### config.mk
export PLATFORM = sky130hd
export DESIGN_NAME = int8_mac_seq
export DESIGN_NICKNAME = d
export VERILOG_FILES = /design/src/rtl/int8_mac_seq.sv
export SDC_FILE = /design/constraint.sdc
export NUM_CORES = 1
export LEC_CHECK = 0
export CORE_AREA = 2 2 443 445
export DETAILED_ROUTE_END_ITERATION = 8
export DIE_AREA = 0 0 445 447
export GPL_TIMING_DRIVEN = 0
export MAX_ROUTING_LAYER = met4
export PLACE_DENSITY = 0.3
export REMOVE_ABC_BUFFERS = 1
export SKIP_CTS_REPAIR_TIMING = 1
export SYNTH_ARGS = -nofsm -noshare
export SYNTH_HDL_FRONTEND = slang
export SYNTH_SLANG_ARGS = --single-unit
### constraint.sdc
create_clock -name clk -period 1.73 [get_ports clk]
set_input_delay 0.346 -clock clk [delete_from_list [all_inputs] [get_ports clk]]
set_output_delay 0.346 -clock clk [all_outputs]
set_load 0.005 [all_outputs]
### src/rtl/int8_mac_seq.sv
// int8_mac_seq: job sequencer for the 32-lane int8 dot-product MAC.
// Streams len chunk pairs into the MAC and carries the 24-bit partial sum
// between beats. The MAC zeroes its output whenever its enable is low, so
// the sum is parked in r_acc across input bubbles.
//
// state  | meaning
// -------+-----------------------------------------------------------
// IDLE   | waiting for start; len latched on acceptance
// FEED   | in_ready high; each valid&ready cycle is one MAC beat
// DRAIN  | one cycle; final MAC output captured into r_res
// DONE   | res_valid high, r_res held until res_ready
module int8_mac_seq #(
  parameter int VEC_W = 264,
  parameter int ACC_W = 24,
  parameter int LEN_W = 8
) (
  input  logic             clk,
  input  logic             rst,
  input  logic             start,
  input  logic [LEN_W-1:0] len,
  input  logic             abort,
  output logic             busy,
  input  logic             in_valid,
  output logic             in_ready,
  input  logic [VEC_W-1:0] in_a,
  input  logic [VEC_W-1:0] in_b,
  output logic             mac_en,
  output logic [VEC_W-1:0] mac_a,
  output logic [VEC_W-1:0] mac_b,
  output logic [ACC_W-1:0] mac_psum_in,
  input  logic [ACC_W-1:0] mac_psum_out,
  output logic             res_valid,
  input  logic             res_ready,
  output logic [ACC_W-1:0] res_data
);

  typedef enum logic [1:0] {
    S_IDLE  = 2'd0,
    S_FEED  = 2'd1,
    S_DRAIN = 2'd2,
    S_DONE  = 2'd3
  } state_t;

  state_t           r_state;
  state_t           w_next;
  logic [LEN_W-1:0] r_len;
  logic [LEN_W-1:0] r_cnt;
  logic [ACC_W-1:0] r_acc;
  logic             r_pend;
  logic [ACC_W-1:0] r_res;
  logic             w_beat;
  logic             w_last;
  logic             w_accept;

  // Beats are suppressed in an abort or reset cycle so the MAC never sees a
  // stray enable while the job is being torn down.
  assign in_ready    = (r_state == S_FEED);
  assign w_beat      = in_valid & in_ready & ~abort & ~rst;
  assign mac_en      = w_beat;
  assign mac_a       = in_a;
  assign mac_b       = in_b;
  assign busy        = (r_state != S_IDLE);
  assign res_valid   = (r_state == S_DONE);
  assign res_data    = r_res;
  assign w_last      = (r_cnt == (r_len - LEN_W'(1)));
  assign w_accept    = (r_state == S_IDLE) & start & ~abort;
  // Back-to-back beats take the sum straight from the MAC; after a bubble
  // the parked copy in r_acc is used instead.
  assign mac_psum_in = r_pend ? mac_psum_out : r_acc;

  // Next-state decode; abort overrides everything.
  always_comb begin
    w_next = r_state;
    case (r_state)
      S_IDLE:  if (start) w_next = (len != '0) ? S_FEED : S_DONE;
      S_FEED:  if (w_beat && w_last) w_next = S_DRAIN;
      S_DRAIN: w_next = S_DONE;
      S_DONE:  if (res_ready) w_next = S_IDLE;
      default: w_next = S_IDLE;
    endcase
    if (abort) w_next = S_IDLE;
  end

  // State register.
  always_ff @(posedge clk) begin
    if (rst) r_state <= S_IDLE;
    else     r_state <= w_next;
  end

  // Job counters, partial-sum carry and result capture.
  always_ff @(posedge clk) begin
    if (rst) begin
      r_len  <= '0;
      r_cnt  <= '0;
      r_acc  <= '0;
      r_pend <= 1'b0;
      r_res  <= '0;
    end else begin
      r_pend <= w_beat;
      if (r_pend) r_acc <= mac_psum_out;
      if (w_beat) r_cnt <= r_cnt + LEN_W'(1);
      if (r_state == S_DRAIN && !abort) r_res <= mac_psum_out;
      if (w_accept) begin
        if (len != '0) begin
          r_len  <= len;
          r_cnt  <= '0;
          r_acc  <= '0;
          r_pend <= 1'b0;
        end else begin
          r_res  <= '0;
        end
      end
    end
  end

endmodule

==> impl_metrics.csv <==
group,metric,value,unit
outcome,status,"complete, but fails checks",
outcome,violations,"negative setup slack",
setup_path,worstPathBufferInverterCount,1,
setup_path,crit_chain,"inv_4 -> ha_4 -> nor3b_4 -> mux2_4 -> a211o_1 -> a31oi_1 -> nand2_1 -> mux2i_1",
global_route,track_usage,31.49,%
clock_network,cts_buffers,9,
place,gp_congestion,1.430,
setup_path,crit_family,"multiplexers",
place,io_buffers,89,
die,die_w,445,um
drt,drc,0,
die,rows,162,
pwr,p_comb_share,12.1,%
setup_path,critPathLaunchType,"flop",
logic_synthesis,synth_warnings,0,
run,cap_violations,0,
logic_synthesis,seq_area_frac_synth,19.29,%
clock_network,clockBufferDepth,2,
pwr,switching_share,25.27,%
pwr,p_per_area,500.4,nW/um2
drt,wl_per_cell,106.5,um
die,start_util,3.581,%
drt,num_vias,5992,
global_route,antenna_found_initial,0,
place,dp_slack,-910.9,ps
drt,vias_per_cell,2.024,
logic_synthesis,synth_top_area_share,57.11,%
layout,nFillCells,23050,
clock_network,clk_latency,330,ps
global_route,overflow,0,
layout,multi_input_area,1603,um2
clock_network,clockRootBuffer,"clkbuf_16",
pwr,p_leak,2.029,nW
setup_path,cp_slowest_cell,"dfxtp_4",
timing,slew_violations,0,
drt,drt-initial-drc-count,734,
setup_path,cp_data_required_time,1950,ps
logic_synthesis,synth_most_common_cell,"buf_4",
logic_synthesis,mappedNetlistArea,6954,um2
global_route,grt_pass1_vias,4132,
timing,fin_skew,6.713,ps
timing,grt_setup_unrepaired,"true",
logic_synthesis,avgSynthCellArea,8.318,um2
timing,fin_crit_sh,109.0,%
drt,wl,315.2,mm
logic_synthesis,synth_edf_count,0,
layout,layoutNonFillerInstCount,2960,
setup_path,timing.critical_path.slowest_cell_delay,370,ps
layout,insertedDiodeCount,0,
logic_synthesis,synth_area_leader_cell,"buf_4",
setup_path,worstPathMaxFanout,5,
clock_network,cts_tree,"done",
timing,setup_viol,18,
setup_path,cp.arrival,2100,ps
timing,fin_tns_setup,-738.6,ps
timing,min_period,1886,ps
pwr,p_int,2.853,mW
pwr,p_clk_share,46.3,%
logic_synthesis,synthTopCellsByArea,"buf_4, dfxtp_1, mux2_2, nand2_1, nor2b_2",
timing,whs,310.4,ps
logic_synthesis,syn-instance-count,836,
drt,drtPass1Iterations,4,
global_route,grt_max_degree,25,
layout,seq_area,1359,um2
die,die_area,198900,um2
global_route,grt_pass1_wl,324.4,mm
pwr,p_sw,0.9650,mW
layout,fin_nets,986,
die,io_pins,1146,
logic_synthesis,ys.flop_type,"dfxtp_1",
pwr,p_seq_share,41.5,%
worst_hold_path,holdCritPathClass,"in -> reg",
setup_path,crit_path_end_kind,"flop",
timing,setup_ws,-155.9,ps
place,dp_hpwl,310.1,mm
die,die_y,447,um
timing,slew_headroom,59.31,%
place,placed_cells,2925,
clock_network,numClockSinks,67,
logic_synthesis,ys_ff_latch,67,
layout,drive_above_1_share,30.14,%
timing,max_freq,0.5302,GHz
logic_synthesis,synth_common_cells,"buf_4, dfxtp_1, nand2_1",
timing,tightest_slew,610.3,ps
die,fp.coreArea,194200,um2
logic_synthesis,synth_async_sr_flop_share,0,%
logic_synthesis,synth.lib_cells_used.distinct,39,
timing,hold_viol_final,0,
layout,final_util,3.929,%
drt,ant_nets,0,
clock_network,htreeDepth,3,
clock_network,cts.reportedPaths.clkPinSlew,60,ps
setup_path,worstSetupPathType,"reg -> reg",
layout,syn_to_final_growth,9.716,%
pwr,irDropWorstVdd,0.0003741,V
==> worst register-to-register path: stages, from the launching register on <==
cell     delay [ps]
dfxtp_4         370
inv_4            70
ha_4            140
nor3b_4         230
mux2_4          320
a211o_1         240
a31oi_1         130
nand2_1         140
mux2i_1         150
==> logic make-up after synthesis <==
group | count (synthesis) | synth area share [%]
fa+ha+maj | 7 | 1.259
buf+inv | 552 | 58.94
flops | 67 | 19.29
simple gates | 122 | 9.806
compound gates | 34 | 2.825
xor+xnor | 19 | 2.393
mux | 35 | 5.488
==> cells in the final DEF, fill, tap and decap left out, types with 2 or more instances in the layout <==
| master | instances |
|---|---|
| clkinv_2 | 4 |
| xor2_1 | 9 |
| mux2_4 | 4 |
| dfxtp_4 | 4 |
| inv_1 | 4 |
| nand2_1 | 55 |
| dlymetal6s2s_1 | 22 |
| dfxtp_1 | 61 |
| xnor2_1 | 10 |
| mux2_2 | 21 |
| dfxtp_2 | 2 |
| clkbuf_8 | 2 |
| o21ai_0 | 2 |
| nor2_1 | 19 |
| ha_1 | 4 |
| nor2b_4 | 5 |
| inv_4 | 3 |
| or4_4 | 2 |
| nor3_1 | 2 |
| a21oi_1 | 25 |
| buf_6 | 4 |
| clkbuf_2 | 13 |
| nor2b_1 | 5 |
| nor2b_2 | 17 |
| clkdlybuf4s50_1 | 51 |
| buf_4 | 11 |
| ha_4 | 2 |
| nand4_1 | 6 |
| mux2i_1 | 10 |
| clkbuf_16 | 12 |
| buf_12 | 5 |
==> final timing paths <==
| check | start | endpoint | slack, ps | depth (start not counted) |
|---|---|---|---|---|
| setup / recovery | r_len[0] | r_state[1] | -160 | 8 |
| hold reg to reg | res_data[19] | res_data[19] | 460 | 2 |
| hold / removal | len[3] | r_len[3] | 310 | 3 |
| setup reg to reg | r_len[0] | r_state[1] | -160 | 8 |
==> flip-flops by register name, indices dropped and copies added (netlist names) <==
signal and count:
r_cnt 8, r_acc 24, res_data 24, r_pend 1
r_state 2, r_len 8
==> routing by layer <==
layer	wire length, um	up-vias	track usage (%)	share of wire, %
li1	-	1236	-	-
met1	23290	2277	5.298	7.4
met2	164800	2290	57.95	52
met3	103300	189	49.08	33
met4	23740	0	16.68	7.5
met5	0	-	-	0
==> layout make-up <==
class	instances	area share, %
multi-input combinational	217	21.01
clock buffer	11	3.313
tap	2542	41.69
sequential	67	17.81
inverter	7	0.4428
timing repair buffer	111	15.38
clock inverter	5	0.3608
==> metrics by stage <==
| stage | instance area (um2) | total power, mW |
|---|---|---|
| 2_1_floorplan | 2882 | 1.793 |
| 5_1_grt | 7630 | 3.964 |
| 6_report | 7630 | 3.818 |
| 3_5_place_dp | 7004 | 2.008 |
| 4_1_cts | 7284 | 3.787 |
| 3_3_place_gp | 6953 | 1.999 |
==> power by group through the flow <==
| stage | Sequential [mW] | Combinational [mW] | Clock [mW] |
|---|---|---|---|
| floorplan | 1.62 | 0.178 | 0 |
| global placement | 1.62 | 0.376 | 0 |
| detailed placement | 1.62 | 0.385 | 0 |
| CTS | 1.59 | 0.387 | 1.81 |
| global route | 1.59 | 0.491 | 1.88 |
| finish | 1.59 | 0.463 | 1.77 |
(Power assumes the default switching activity.)
